## src/rtl/if_stage.sv

```systemverilog
// MIPS32 instruction-fetch stage: PC register, ROM addressing and the IF/ID pipeline register.
// Optional macro BRANCH_DELAY_SLOT_EN keeps the instruction after a taken branch as its delay slot.
module if_stage #(
    parameter logic [31:0] RESET_PC   = 32'h00000000,
    parameter logic [31:0] EXC_VECTOR = 32'h00000080,
    parameter int          COUNT_W    = 32
) (
    input  logic               clk,
    input  logic               reset_n,
    input  logic               Stall,
    input  logic               Redirect_Valid,
    input  logic [31:0]        Redirect_Target,
    input  logic               Exc_Valid,
    output logic [31:0]        Inst_Addr,
    input  logic [31:0]        Inst_In,
    output logic [31:0]        IF_ID_Inst,
    output logic [31:0]        IF_ID_PC_Plus4,
    output logic               IF_ID_Valid,
    output logic [COUNT_W-1:0] Fetch_Count
);

    localparam logic [31:0] RESET_PC_W = RESET_PC & 32'hFFFF_FFFC;
    localparam logic [31:0] EXC_PC_W   = EXC_VECTOR & 32'hFFFF_FFFC;

    typedef enum logic {
        BOOT,
        RUN
    } state_t;

    state_t             r_state;
    logic [31:0]        r_pc;
    logic [31:0]        r_inst;
    logic [31:0]        r_pc_plus4;
    logic               r_valid;
    logic [COUNT_W-1:0] r_count;

    logic [31:0] w_pc_plus4;
    logic [31:0] w_redirect_pc;
    logic        w_keep_slot;
    logic        w_deliver;

    assign w_pc_plus4    = r_pc + 32'd4;
    assign w_redirect_pc = Redirect_Target & 32'hFFFF_FFFC;

`ifdef BRANCH_DELAY_SLOT_EN
    assign w_keep_slot = 1'b1;
`else
    assign w_keep_slot = 1'b0;
`endif

    // The word at PC reaches ID on a plain advance, or on a redirect when it is the delay slot.
    assign w_deliver = !Redirect_Valid || w_keep_slot;

    always_ff @(posedge clk or negedge reset_n) begin
        if (!reset_n) begin
            r_state    <= BOOT;
            r_pc       <= RESET_PC_W;
            r_inst     <= 32'd0;
            r_pc_plus4 <= 32'd0;
            r_valid    <= 1'b0;
            r_count    <= '0;
        end else if (Exc_Valid) begin
            r_state    <= RUN;
            r_pc       <= EXC_PC_W;
            r_inst     <= 32'd0;
            r_pc_plus4 <= 32'd0;
            r_valid    <= 1'b0;
        end else if (r_state == BOOT) begin
            // ROM output is not trusted on the first edge: PC holds and IF/ID stays a bubble.
            r_state    <= RUN;
            r_inst     <= 32'd0;
            r_pc_plus4 <= 32'd0;
            r_valid    <= 1'b0;
        end else if (!Stall) begin
            r_pc <= Redirect_Valid ? w_redirect_pc : w_pc_plus4;
            if (w_deliver) begin
                r_inst     <= Inst_In;
                r_pc_plus4 <= w_pc_plus4;
                r_valid    <= 1'b1;
                r_count    <= r_count + COUNT_W'(1);
            end else begin
                r_inst     <= 32'd0;
                r_pc_plus4 <= 32'd0;
                r_valid    <= 1'b0;
            end
        end
    end

    assign Inst_Addr      = r_pc;
    assign IF_ID_Inst     = r_inst;
    assign IF_ID_PC_Plus4 = r_pc_plus4;
    assign IF_ID_Valid    = r_valid;
    assign Fetch_Count    = r_count;

endmodule
```

## config.mk

```make
export PLATFORM = sky130hd
export DESIGN_NAME = if_stage
export DESIGN_NICKNAME = d
export VERILOG_FILES = /design/src/rtl/if_stage.sv
export SDC_FILE = /design/constraint.sdc
export NUM_CORES = 1
export LEC_CHECK = 0
export ABC_AREA = 1
export CORE_MARGIN = 2
export CORE_UTILIZATION = 43
export CTS_CLUSTER_DIAMETER = 50
export DETAILED_ROUTE_END_ITERATION = 7
export GPL_ROUTABILITY_DRIVEN = 0
export GPL_TIMING_DRIVEN = 0
export MAX_ROUTING_LAYER = met4
export PLACE_DENSITY_LB_ADDON = 0.1
export RECOVER_POWER = 100
export SETUP_SLACK_MARGIN = 0.3
export SYNTH_ARGS = -nofsm -noshare
export SYNTH_HDL_FRONTEND = slang
export SYNTH_SLANG_ARGS = --single-unit
```

## constraint.sdc

```tcl
create_clock -name clk -period 1.4 [get_ports clk]
set_input_delay 0.14 -clock clk [delete_from_list [all_inputs] [get_ports clk]]
set_output_delay 0.14 -clock clk [all_outputs]
set_load 0.03 [all_outputs]
```

======== Word level (Yosys, flattened, before mapping) ========
Cells that the tools add are included.
word-level totals
  bits in registers ....................... 130
  input port bits ......................... 69
  output and inout port bits .............. 129
  word-level logic and storage cells ...... 32
cells by class
  equal/unequal tests ..................... 2
  $add $sub $neg .......................... 2
  reductions and logical operators ........ 3
  bitwise operators ....................... 3
  muxes and demuxes ....................... 16
operators with widths
  cell                                                                     number
  32-bit 2-to-1 mux                                                        12
  32-bit by 1-bit adder with 32-bit output, second input constant          1
  32-bit by 3-bit adder with 32-bit output, second input constant          1
  1-bit 2-to-1 mux                                                         4
  4-bit AND reduction                                                      1
  3-bit inequality test, second input constant                             1
  1-bit inverter                                                           3
  2-bit by 1-bit inequality test with 1-bit output, second input constant  1
  2-bit AND reduction                                                      1
  2-bit nonzero test                                                       1

======== Logic depth before layout (Yosys ltp) ========
Gate-level depths: netlist of the first run.
  word-level depth ........................ 5
  depth in mapped cells ................... 10
  gate-level depth less buffers ........... 10

======== Worst setup path after synthesis of the first run ========
Ideal clock, no wire load.
  kind .................................... reg2reg
  from .................................... register r_pc[2], in the netlist Inst_Addr[2]
  to ...................................... register r_pc[18], in the netlist Inst_Addr[18]
  library setup time ...................... 0.126 ns
  stages on the path, launching flop included .. 9
  arrival ................................. 1.562 ns
  buffers on the path ..................... 0
  period minus slack after synthesis ...... 1.688 ns
  data required time ...................... 1.274 ns
  setup slack ............................. -0.288 ns
  cells stage by stage .................... dfrtp_1 ha_1 nand2_1 nor2_2 nand2_1 nor2_1 nand3_1 nand3_1 nand3_1
between the ends
  cells in the longest elaborated chain, start to end .. 5
RTL lines
  element                                   line  RTL
  start: declaration                        31    logic [31:0] r_pc;
  start signal: assignment                  75    r_pc <= Redirect_Valid ? w_redirect_pc : w_pc_plus4;
  32-bit by 3-bit adder with 32-bit output  42    assign w_pc_plus4 = r_pc + 32'd4;
  32-bit 2-to-1 mux                         75
  32-bit 2-to-1 mux                         74    end else if (!Stall) begin
  32-bit 2-to-1 mux                         68    end else if (r_state == BOOT) begin
  32-bit 2-to-1 mux                         62    end else if (Exc_Valid) begin
Every way passes these cells. The select of a mux whose other input is x is not followed.
A chain may end at the register's enable or synchronous reset.

======== Final worst setup path of the first run ========
  from .................................... register r_count[0], in the netlist Fetch_Count[0]
  to ...................................... register r_count[19], in the netlist Fetch_Count[19]
between the ends
  cells in the longest elaborated chain, start to end .. 1
RTL lines
  element                                   line  RTL
  start: declaration                        35    logic [COUNT_W-1:0] r_count;
  start signal: assignment                  80    r_count <= r_count + COUNT_W'(1);
  32-bit by 1-bit adder with 32-bit output  80
Every way passes these cells.

==> impl_metrics.toml, run 1 <==
[run_status]
status = "complete, but fails checks"
violations = "setup timing"

[worst_setup_path]
crit_fanout = 6
path_common_cell = "nand2_1"
cp-end-kind = "flip-flop"
slowest_stage = "dfrtp_2"
startpoint = "Fetch_Count[0]"
required_ns = 1.72
worstSetupPathType = "flip-flop to flip-flop"
cp.arrival_ns = 1.83
timing.reg2reg.worst_path_depth = 7
r2r_slack_ns = -0.11
critical_path.startpoint_type = "flip-flop"
cp_cell_sequence = "nand3_4 > nor2_4 > nand3_2 > nor2_4 > nand2_1 > nand2_1 > nand2_1"
timing.rr.start = "Fetch_Count[0]"
r2r_end = "Fetch_Count[19]"
cpPeakStageDelay_ns = 0.45

[logic_synthesis]
synth_ff_type = "dfrtp_1"
synth-seq-area-share_pct = 48.4
syn_inst = 820
synth-edff-count = 0
synth_seq_cells = 127
async_flop_share_pct = 100
syn_area_per_cell_um2 = 8.01
yosys_warnings = 0
synth_area_um2 = 6570
synth_cell_types = 34

[floorplan]
dieHeight_um = 128
initial_core_util_pct = 43.7
dieArea_um2 = 16300
core_um2 = 15000
num_rows = 45
ios = 198
die_x_um = 128

[drt]
dr.pass1.iters = 5
detail_route.vias_per_cell = 5.07
wire_per_inst_um = 17.0
drtIter0Drc = 505
vias = 6895
wl_um = 23100
drc = 0
postRouteAntennaNets = 0

[timing]
tightest_slew_ns = 0.775
finalSetupViolCount = 36
slew_violations = 0
finClkSkew_ns = 0.00820
relSlewSlack_pct = 48.3
timing.final.crit_period_ns = 1.51
setup_slack_ns = -0.110
rsz0062_at_grt = "yes"
hold_viol_final = 0
fmax_mhz = 662
fin_crit_sh_pct = 108

[grt]
overflow = 0
antenna_found_initial = 0
grt_pass1_wl_um = 32000
grt_start_max_net_pins = 75
grt_pass1_vias = 6317
grt_usage_pct = 25.9

[worst_hold_path]
min_path_cells = 3
hold_path.class = "primary input to flip-flop"
hold_path.startpoint = "Redirect_Valid"
whs_endpoint = "Inst_Addr[12]"

[final_layout]
fin_nets = 1231
post_layout_nonfiller_instances = 1361
layout-drive-gt1-share_pct = 41.5
fin_util_pct = 75.1
syn_to_final_growth_pct = 71.9
antenna_cells = 0

[power_and_ir_drop]
vdd_drop_max_mv = 0.942
switching_power_uw = 2680
power_frac_comb_pct = 15.5
power.leakage_uw = 0.00559
power_density_nw_per_um2 = 903
pwr-share-seq_pct = 39.0
finalPower_uw = 10200
p_int_uw = 7510
clkPwrFrac_pct = 45.5
p_sw_share_pct = 26.3

[placed_design]
hpwl_um = 14400
place_ws_ns = -0.508
io_buffers = 192
place_inst = 1202

[cts]
numCtsBuffers = 17
cts_root_buf = "clkbuf_16"
clk_pin_slew_ns = 0.06
cts_buffer_depth = 2
cts_tree = "yes"
insertion_delay_ns = 0.42
cts.sinks = 127
h-tree-depth = 4

[job]
maxCapViolCount = 0
## power by group through the flow
stage / Sequential [uW] / Combinational (uW) / Clock [uW]
floorplan: 4220 / 350 / 0
global placement: 4050 / 1110 / 0
detailed placement: 4050 / 1130 / 0
CTS: 3990 / 1190 / 4660
global route: 4000 / 1680 / 4850
finish: 3980 / 1580 / 4630
## critical path, delay by kind of cell, from the launching register on
kind / cells / cell delay (ns)
DFF: 1 / 0.45
and+or+nand+nor: 7 / 0.95
## synth_stat cells (5+ instances only)
| cell | number | area share (%) |
|---|---|---|
| nor2_2 | 6 | 0.57 |
| buf_2 | 8 | 0.61 |
| nand4_1 | 14 | 1.3 |
| nand2_1 | 292 | 17 |
| nand3_1 | 56 | 4.3 |
| buf_4 | 7 | 0.80 |
| o21ai_0 | 5 | 0.38 |
| dfrtp_1 | 127 | 48 |
| xor2_1 | 14 | 1.9 |
| inv_2 | 5 | 0.29 |
| buf_6 | 8 | 1.4 |
| a22o_1 | 32 | 4.3 |
| o221ai_1 | 5 | 0.67 |
| xnor2_1 | 9 | 1.2 |
| o22ai_1 | 14 | 1.3 |
| inv_1 | 95 | 5.4 |
| nor2_4 | 7 | 1.2 |
| nor2_1 | 80 | 4.6 |
## area by class of cell
class	count	area (um2)
plain buffers	23	317
well taps	188	235
flip-flops and latches	127	3240
clock inverters	10	135
fillers	1063	3750
inverters	100	395
repair buffers	320	2760
multi-input cells	571	3720
clock buffers	22	474
## per-layer routing
metal	part of all wire, %	vias up	GRT usage (%)
li1	-	3283	-
met5	0	-	-
met4	2.2	0	8.14
met3	5.2	57	5.95
met1	40	3326	30.9
met2	53	229	43.6
## stage by stage
| step | hold WS [ns] | instance area (um2) | TNS [ns] |
|---|---|---|---|
| floorplan | -0.156 | 6980 | -0.133 |
| finish | 0.100 | 11300 | -1.54 |
| global placement | 0.454 | 9140 | -704.48 |
| detailed placement | 0.131 | 9170 | -49.78 |
| CTS | 0.0637 | 10400 | -0.544 |
| global route | 0.122 | 11300 | -5.76 |
## state kept, by name, summed over array words and instances, names as in the netlist
| register | count |
|---|---|
| Fetch_Count | 32 |
| IF_ID_Inst | 32 |
| IF_ID_Valid | 1 |
| r_state | 1 |
| IF_ID_PC_Plus4 | 31 |
| Inst_Addr | 30 |
## placed cells by master (no fill, tap or decap), types with 32 or more instances in the layout
| master | Yosys | routed |
|---|---|---|
| nand2_1 | 292 | 236 |
| buf_4 | 7 | 95 |
| inv_1 | 95 | 88 |
| buf_6 | 8 | 86 |
| dfrtp_1 | 127 | 74 |
| clkbuf_1 | 0 | 65 |
| clkdlybuf4s50_1 | 0 | 62 |
| dfrtp_2 | 0 | 53 |
| nor2_4 | 7 | 42 |
| nand2_2 | 4 | 38 |
| nor2_1 | 80 | 32 |
| a22o_1 | 32 | 32 |
## kinds of logic after synthesis
| kind of cell | count (synthesis) | share of synthesized area (%) |
|---|---|---|
| flip-flops | 127 | 48.4 |
| buffers and inverters | 123 | 8.50 |
| AND/OR/NAND/NOR | 479 | 32.0 |
| adder cells (fa/ha/maj) | 2 | 0.381 |
| XOR/XNOR | 23 | 3.07 |
| other | 2 | 0.114 |
| AO/OA/AOI/OAI | 64 | 7.49 |
## timing repair
action,CTS,global route
buffers inserted,53,67
gates cloned,0,6
hold buffers,1,0
pin swaps,59,69
hold endpoints to repair,53,0
gates resized for setup,873,231
setup endpoints to repair,253,326
## worst max path at each step
stage	slack (ns)	cells past startpoint	end
floorplan	-0.02	8	IF_ID_PC_Plus4[30]
global placement	-5.48	1	Inst_Addr[21]
detailed placement	-0.51	10	Fetch_Count[21]
CTS	-0.05	9	Inst_Addr[20]
global route	-0.17	7	Fetch_Count[21]
finish	-0.11	7	Fetch_Count[19]
No activity file was read; power rests on OpenSTA's default activity.
==> inputs of run 2 (changes only) <==
--- a/config.mk
+++ b/config.mk
@@ -10,7 +10,6 @@
 export CORE_UTILIZATION = 43
 export CTS_CLUSTER_DIAMETER = 50
 export DETAILED_ROUTE_END_ITERATION = 7
-export GPL_ROUTABILITY_DRIVEN = 0
 export GPL_TIMING_DRIVEN = 0
 export MAX_ROUTING_LAYER = met4
 export PLACE_DENSITY_LB_ADDON = 0.1
==> constraint.sdc (replaced) <==
create_clock -name clk -period 1.4 [get_ports clk]
set_input_delay 0.14 -clock clk [delete_from_list [all_inputs] [get_ports clk]]
set_output_delay 0.14 -clock clk [all_outputs]
set_load 0.005 [all_outputs]
==> impl_metrics.toml, run 2 (synthesis gave the netlist of run 1 again) <==
[run_status]
status = "complete, but fails checks"
violations = "setup timing"

[floorplan]
die_x_um = 128
dieHeight_um = 128
initial_core_util_pct = 43.7
dieArea_um2 = 16300
num_rows = 45
ios = 198
core_um2 = 15000

[final_layout]
fin_nets = 1302
regArea_um2 = 3210
layout-drive-gt1-share_pct = 44.0
fin_area_um2 = 11900
syn_to_final_growth_pct = 82.0
nFillCells = 972
multi_input_area_um2 = 3800
mostFrequentLayoutCells = "nand2_1, buf_4, dfrtp_1"
mostFrequentLayoutCell = "nand2_1"

[drt]
drtIter0Drc = 537
dr.pass1.iters = 5
postRouteAntennaNets = 0
detail_route.vias_per_cell = 5.16
drc = 0
wl_um = 26200
vias = 7397
wire_per_inst_um = 18.3

[placed_design]
hpwl_um = 14400
io_buffers = 192
place_ws_ns = -0.499
place_congestion = 0.963
postPlaceCellArea_um2 = 9060

[grt]
antenna_found_initial = 1
overflow = 0
grt_pass1_wl_um = 35800
grt_pass1_vias = 6939
grt_start_max_net_pins = 72
grt_usage_pct = 29.2

[timing]
finClkSkew_ns = 0.00879
fin_crit_sh_pct = 117
timing.final.crit_period_ns = 1.64
slew_violations = 0
finalSetupTns_ns = -7.31
fmax_mhz = 610
timing.hold.ws_ns = 0.0959
relSlewSlack_pct = 31.1
finalSetupViolCount = 72
rsz0062_at_grt = "yes"
setup_slack_ns = -0.240
tightest_slew_ns = 1.03
hold_viol_final = 0

[cts]
cts_buffer_depth = 2
cts.sinks = 127
cts_root_buf = "clkbuf_16"
insertion_delay_ns = 0.43
numCtsBuffers = 17
clk_pin_slew_ns = 0.06
h-tree-depth = 4
cts_tree = "yes"

[worst_setup_path]
cp_cell_sequence = "buf_6 > nand2_4 > nor2_4 > nand2_4 > nor2_4 > nand2_1 > nand2_1 > nand3_2 > nand2_2"
slowest_stage = "dfrtp_1"
critical_path.top_delay_family = "simple AND/OR/NAND/NOR gates"
cp-end-kind = "flip-flop"
crit_fanout = 5
worstSetupPathType = "flip-flop to flip-flop"
worstPathBufferInverterCount = 1
required_ns = 1.77
cpPeakStageDelay_ns = 0.40
cp.arrival_ns = 2.01
critical_path.startpoint_type = "flip-flop"

[worst_hold_path]
hold_path.class = "primary input to flip-flop"

[power_and_ir_drop]
power.leakage_uw = 0.00605
power_density_nw_per_um2 = 864
vdd_drop_max_mv = 1.04

[job]
maxCapViolCount = 0
[run 2: through the flow]
| step | utilization, % | std cells | power [uW] |
|---|---|---|---|
| final | 79.5 | 1433 | 10300 |
| after CTS | 72.5 | 1377 | 9910 |
| after global routing | 79.5 | 1433 | 10600 |
| after global placement | 60.1 | 1201 | 4970 |
| after floorplan | - | 821 | 4370 |
| after detailed placement | 60.3 | 1202 | 4990 |
[run 2: layer usage]
layer  vias to the layer above  share of wire, %  track usage (%)
met5                         -                 0                -
met3                       102               5.9             5.65
met4                         0               5.0             11.7
met1                      3548                38             33.1
met2                       325                51             50.8
li1                       3422                 -                -
[run 2: worst paths after layout]
path	cells past startpoint	start	end	slack [ns]
min in group asynchronous	2	reset_n	IF_ID_Inst[9]	0.43
max reg2reg	9	Inst_Addr[3]	IF_ID_PC_Plus4[29]	-0.24
min reg2reg	2	IF_ID_PC_Plus4[24]	IF_ID_PC_Plus4[24]	0.48
min	3	Redirect_Valid	Inst_Addr[4]	0.1
max in group asynchronous	3	reset_n	Fetch_Count[0]	0.14
max	9	Inst_Addr[3]	IF_ID_PC_Plus4[29]	-0.24
[run 2: worst register-to-register path, delay by kind of cell, from the launching register on]
family                 cells  cell delay, ns
buffers and inverters      1            0.15
flip-flops                 1            0.40
AND/OR/NAND/NOR            8            1.04
[run 2: where the power goes]
| part | switching (uW) | internal [uW] |
|---|---|---|
| registers | 127 | 3790 |
| logic | 859 | 1150 |
| clock network | 1780 | 2610 |
[run 2: what timing repair did]
item	in CTS	in global routing
gates resized for setup	646	183
pin swaps	52	80
endpoints found under the hold margin	70	0
cloned	6	5
buffers inserted	136	50
hold buffers	1	0
setup endpoints to repair	253	246
[run 2: final cells by class]
| class | count | share of cell area, % |
|---|---|---|
| Tap cell | 188 | 1.97 |
| Buffer | 23 | 2.71 |
| Antenna cell | 1 | 0.0209 |
| Inverter | 100 | 3.46 |
| Sequential cell | 127 | 26.8 |
| Clock buffer | 18 | 3.59 |
| Clock inverter | 14 | 1.22 |
| Multi-Input combinational cell | 571 | 31.8 |
| Timing Repair Buffer | 391 | 28.4 |
